$ cat src/rtl/nx_event_coalescer.sv
// Per-source event accumulators drained round-robin into one counter increment port.
// Optional overflow sticky flags: define NX_EVENT_COALESCER_OVFL_EN.
module nx_event_coalescer #(
    parameter int N_EVENTS        = 4,
    parameter int N_EVENT_BY_BITS = 1,
    parameter int N_COUNT_BY_BITS = 8,
    parameter int N_COUNTERS      = 16,
    parameter int ID_BASE         = 0,
    localparam int ID_BITS        = (N_COUNTERS > 1) ? $clog2(N_COUNTERS) : 1
) (
    input  logic                                  clk,
    input  logic                                  rst_n,
    input  logic [N_EVENTS-1:0]                   event_stb,
    input  logic [N_EVENTS*N_EVENT_BY_BITS-1:0]   event_by,
    input  logic                                  drain_en,
`ifdef NX_EVENT_COALESCER_OVFL_EN
    input  logic [N_EVENTS-1:0]                   ovfl_clr,
    output logic [N_EVENTS-1:0]                   ovfl_sticky,
`endif
    output logic                                  count_stb,
    output logic [N_COUNT_BY_BITS-1:0]            count_by,
    output logic [ID_BITS-1:0]                    count_id,
    output logic                                  busy
);

    localparam int PW = (N_EVENTS > 1) ? $clog2(N_EVENTS) : 1;
    localparam int CB = N_COUNT_BY_BITS;
    localparam int EB = N_EVENT_BY_BITS;

    logic [CB-1:0]      pend_q [N_EVENTS];
    logic [CB-1:0]      pend_d [N_EVENTS];
    logic [PW-1:0]      rr_ptr_q, rr_ptr_d;
    logic               count_stb_q, count_stb_d;
    logic [CB-1:0]      count_by_q, count_by_d;
    logic [ID_BITS-1:0] count_id_q, count_id_d;
    logic               busy_q, busy_d;
    logic               grant_valid;
    logic [PW-1:0]      grant_idx;
`ifdef NX_EVENT_COALESCER_OVFL_EN
    logic [N_EVENTS-1:0] sat;
    logic [N_EVENTS-1:0] ovfl_q, ovfl_d;
`endif

    // Rotating scan starting at rr_ptr; first nonzero accumulator wins.
    always_comb begin : grant_comb
        int unsigned idx;
        grant_valid = 1'b0;
        grant_idx   = '0;
        idx         = 0;
        if (drain_en) begin
            for (int unsigned k = 0; k < N_EVENTS; k++) begin
                idx = 32'(rr_ptr_q) + k;
                if (idx >= N_EVENTS) idx = idx - N_EVENTS;
                if (!grant_valid && (pend_q[PW'(idx)] != '0)) begin
                    grant_valid = 1'b1;
                    grant_idx   = PW'(idx);
                end
            end
        end
    end

    always_comb begin : accum_comb
        logic [CB-1:0] kept;
        logic [CB:0]   add;
        logic [CB:0]   sum;
        kept   = '0;
        add    = '0;
        sum    = '0;
        busy_d = 1'b0;
`ifdef NX_EVENT_COALESCER_OVFL_EN
        sat    = '0;
`endif
        for (int unsigned i = 0; i < N_EVENTS; i++) begin
            kept = (grant_valid && (grant_idx == PW'(i))) ? '0 : pend_q[i];
            add  = '0;
            if (event_stb[i]) add[EB-1:0] = event_by[i*EB +: EB];
            sum  = {1'b0, kept} + add;
            pend_d[i] = sum[CB] ? '1 : sum[CB-1:0];
`ifdef NX_EVENT_COALESCER_OVFL_EN
            sat[i] = sum[CB];
`endif
            busy_d = busy_d | (pend_d[i] != '0);
        end
    end

    always_comb begin : out_comb
        rr_ptr_d    = rr_ptr_q;
        count_stb_d = grant_valid;
        count_by_d  = count_by_q;
        count_id_d  = count_id_q;
        if (grant_valid) begin
            rr_ptr_d   = (grant_idx == PW'(N_EVENTS - 1)) ? '0 : grant_idx + 1'b1;
            count_by_d = pend_q[grant_idx];
            count_id_d = ID_BITS'(ID_BASE) + ID_BITS'(grant_idx);
        end
    end

`ifdef NX_EVENT_COALESCER_OVFL_EN
    // A same-cycle set wins over the clear.
    always_comb begin
        ovfl_d = (ovfl_q & ~ovfl_clr) | sat;
    end

    always_ff @(posedge clk or negedge rst_n) begin
        if (!rst_n) ovfl_q <= '0;
        else        ovfl_q <= ovfl_d;
    end

    assign ovfl_sticky = ovfl_q;
`endif

    always_ff @(posedge clk or negedge rst_n) begin
        if (!rst_n) begin
            for (int unsigned i = 0; i < N_EVENTS; i++) pend_q[i] <= '0;
            rr_ptr_q    <= '0;
            count_stb_q <= 1'b0;
            count_by_q  <= '0;
            count_id_q  <= '0;
            busy_q      <= 1'b0;
        end else begin
            for (int unsigned i = 0; i < N_EVENTS; i++) pend_q[i] <= pend_d[i];
            rr_ptr_q    <= rr_ptr_d;
            count_stb_q <= count_stb_d;
            count_by_q  <= count_by_d;
            count_id_q  <= count_id_d;
            busy_q      <= busy_d;
        end
    end

    assign count_stb = count_stb_q;
    assign count_by  = count_by_q;
    assign count_id  = count_id_q;
    assign busy      = busy_q;

endmodule

$ cat config.mk
export PLATFORM = sky130hd
export DESIGN_NAME = nx_event_coalescer
export DESIGN_NICKNAME = d
export VERILOG_FILES = /design/src/rtl/nx_event_coalescer.sv
export SDC_FILE = /design/constraint.sdc
export NUM_CORES = 1
export LEC_CHECK = 0
export BUFFER_PORTS_ARGS = -buffer_cell sky130_fd_sc_hd__buf_2
export CORE_ASPECT_RATIO = 0.9
export CORE_MARGIN = 4
export CORE_UTILIZATION = 50
export CTS_BUF_LIST = sky130_fd_sc_hd__clkbuf_4 sky130_fd_sc_hd__clkbuf_8
export CTS_CLUSTER_SIZE = 10
export DETAILED_ROUTE_END_ITERATION = 7
export PLACE_DENSITY = 0.71
export SYNTH_ARGS = -nofsm -noshare
export SYNTH_HDL_FRONTEND = slang
export SYNTH_SLANG_ARGS = --single-unit
$ cat constraint.sdc
create_clock -name clk -period 4.15 [get_ports clk]
set_input_delay 0.415 -clock clk [delete_from_list [all_inputs] [get_ports clk]]
set_output_delay 0.415 -clock clk [all_outputs]
set_load 0.02 [all_outputs]
==> flow_summary_export.csv <==
group,metric,value,unit
worst_setup_path,critPathMaxStageDelay,560,ps
layout,final_cells,524,
layout,finalNetCount,462,
clock_network,htree_levels,2,
timing,relSlewSlack,30.99,%
synthesis,synth_area,0.003144,mm²
worst_setup_path,cp_max_fo,4,
timing,max_freq,242.9,MHz
worst_setup_path,cp_common_cell,"ha_4",
die,start_util,51.42,%
synthesis,ys.flop_type,"dfrtp_1",
die,die_h,83.23,µm
global_route,grt_pass1_vias,2964,
layout,antennaDiodeCount,0,
worst_setup_path,crit_slowest_cell,"or4_4",
die,dieArea,0.007623,mm²
global_route,grt_use_total,24.38,%
global_route,grt_pass1_wl,14910,µm
clock_network,cts_buffers,5,
timing,slew_viol_final,0,
power_and_ir_drop,powerDensity,619.7,mW/mm²
synthesis,ys_seq_elements,46,
routing,vias,3075,
synthesis,synth_warnings,0,
timing,rsz0062_at_grt,"yes",
run,drv_cap,0,
timing,fin_tns_setup,0,ps
placed_design,gp_congestion,0.9386,
placed_design,place_inst,496,
worst_setup_path,crit_arrival,4290,ps
global_route,grt_overflow,0,
clock_network,cts_sinks,46,
timing,setup_viol,0,
timing,layout_worst_path_cycle_share,99.21,%
layout,drive_gt1_share,33.18,%
clock_network,root_buffer,"clkbuf_8",
status,status,"finished clean",
synthesis,yosysUniqueCellTypes,50,
routing,drtAntennaViolNets,0,
worst_setup_path,critical_path_class,"flip-flop to flip-flop",
placed_design,place_area,0.003676,mm²
synthesis,ys_seq_area_share,36.61,%
routing,dr.pass1.iters,5,
routing,drc,0,
timing,skew,7.086,ps
clock_network,cts_buffer_depth,2,
routing,drt_iter0_markers,224,
synthesis,synthCells,365,
die,die_w,91.59,µm
synthesis,synthArstFlopShare,100.0,%
global_route,antenna_found_initial,0,
synthesis,synth.top_cells.by_area,"dfrtp_1, ha_1, nand2_1, nand3_1, o211ai_1",
worst_setup_path,path_cells,"or4_4 > or2_1 > or3_4 > a21oi_4 > o211a_4 > buf_6 > ha_4 > inv_4 > nor2_4 > nor2_2 > ha_2 > ha_4 > nand4_1 > o21ai_2 > a21boi_1 > a211oi_2 > buf_4 > o221ai_2 > nor4b_2 > o2111ai_1",
placed_design,hpwl,6732,µm
layout,stdcell_area,0.004101,mm²
timing,tightest_slew,1035,ps
timing,fin_ws,32.60,ps
synthesis,yosysMostFrequentCell,"dfrtp_1",
clock_network,holdBufCountCts,0,
die,core,0.006115,mm²
synthesis,synth_top_area_share,36.61,%
layout,syn_to_final_growth,30.44,%
die,io_pins,25,
worst_setup_path,end_kind,"flip-flop",
placed_design,place_ws,-125.1,ps
clock_network,clk_latency,310,ps
global_route,grt_max_degree,47,
worst_setup_path,cp.required,4320,ps
clock_network,tritoncts,"built",
synthesis,synth_edf_count,0,
die,rows,27,
placed_design,port_buffers,22,
power_and_ir_drop,p_leak,0.001833,µW
power_and_ir_drop,max-vdd-ir-drop,0.2994,mV
routing,avgViaCountPerCell,5.868,
min_path,min_path_type,"input pin to async pin",
synthesis,syn_area_per_cell,8.614,µm²
worst_setup_path,path_buf_inv,3,
worst_setup_path,cp_top_family,"simple AND/OR/NAND/NOR gates",
routing,routedWlPerCell,17.88,µm
clock_network,clkTransAtPathRegs,100,ps
synthesis,synth_common_cells,"dfrtp_1, nand2_1, nand3_1",
synthesis,yosysTopAreaCell,"dfrtp_1",
timing,fin_crit,4117,ps
routing,drt_wl_total,9368,µm
timing,hold_violations,0,
worst_setup_path,start_kind,"flip-flop",
layout by cell type (no fill, tap or decap), types with 6 or more instances in the layout:
cell type / synthesis / final
buf_4: 2 / 62
dfrtp_1: 46 / 46
nand2_1: 36 / 33
nand3_1: 27 / 27
buf_2: 3 / 22
o211ai_1: 16 / 16
nor2_1: 19 / 15
a21oi_1: 14 / 14
inv_1: 14 / 13
and3_1: 14 / 12
and2_1: 15 / 10
xnor2_1: 9 / 9
nand2b_1: 9 / 9
mux2i_1: 10 / 9
o31ai_1: 9 / 9
nor3_1: 8 / 7
o21ai_1: 5 / 7
ha_2: 0 / 7
nand3b_1: 6 / 6
o21ai_0: 9 / 6
path summary, 6_finish.rpt:
path	slack [ps]	cells after the start	from	end
max in group asynchronous	3240	1	rst_n	count_by[0]
min in group clk	490	4	drain_en	rr_ptr_q[0]
setup / recovery	30	20	pend_q[27]	busy
hold reg to reg	490	2	count_id[1]	count_id[1]
setup reg to reg	30	20	pend_q[27]	busy
hold / removal	280	1	rst_n	pend_q[5]
kinds of logic (layout without fill, tap and decap cells):
kind of cell | count (synthesis) | count (layout) | synth area share (%)
flops | 46 | 46 | 36.61
other cells | 1 | 2 | 0.1193
simple gates | 156 | 156 | 26.30
compound gates | 82 | 82 | 17.87
fa+ha+maj | 15 | 15 | 5.969
mux | 11 | 11 | 3.542
buf+inv | 41 | 112 | 5.969
xor+xnor | 13 | 13 | 3.621
state kept, by name, indices dropped and copies added (netlist names):
register   flops
pend_q        32
busy           1
count_id       2
count_stb      1
rr_ptr_q       2
count_by       8
stage by stage:
step           util, %  total power [µW]  hold WS [ps]
2_1_floorplan        -              1544         119.4
3_3_place_gp     60.12              1984         456.6
3_5_place_dp     60.12              2001         477.2
4_1_cts          64.35              2399         328.0
5_1_grt          67.08              2702         379.3
6_report         67.08              2542         277.2
what timing repair did:
action                                  in CTS  in global routing
endpoints found under the setup margin       1                  4
buffers inserted                            15                  7
resized for setup                            9                 30
pin swaps                                   12                 22
layer usage:
| layer | up-vias | wire (µm) | GRT usage (%) |
|---|---|---|---|
| met5 | - | 0 | 0 |
| li1 | 1458 | - | - |
| met3 | 27 | 605 | 5.254 |
| met1 | 1459 | 3944 | 31.22 |
| met2 | 131 | 4507 | 39.68 |
| met4 | 0 | 310 | 10.14 |
power breakdown:
| part | internal, µW | switching [µW] | total [µW] |
|---|---|---|---|
| Clock | 181 | 168 | 349 |
| Sequential | 580 | 127 | 708 |
| Combinational | 659 | 826 | 1490 |
cell type report:
class / instances / area [µm²]
clock buffer: 5 / 68.82
clock inverter: 3 / 43.79
fill: 517 / 2013
inverter: 17 / 68.82
multi-input combinational: 279 / 2051
sequential: 46 / 1151
tap: 87 / 108.9
timing repair buffer: 87 / 609.3
worst reg2reg max path, stage by stage, from the launching register on:
cell and delay (ps):
dfrtp_1 390, or4_4 560, or2_1 270, or3_4 350
a21oi_4 180, o211a_4 200, buf_6 100, ha_4 130
inv_4 40, nor2_4 90, nor2_2 60, ha_2 190
ha_4 160, nand4_1 150, o21ai_2 90, a21boi_1 140
a211oi_2 260, buf_4 170, o221ai_2 90, nor4b_2 230
o2111ai_1 130
(Power assumes the default switching activity.)
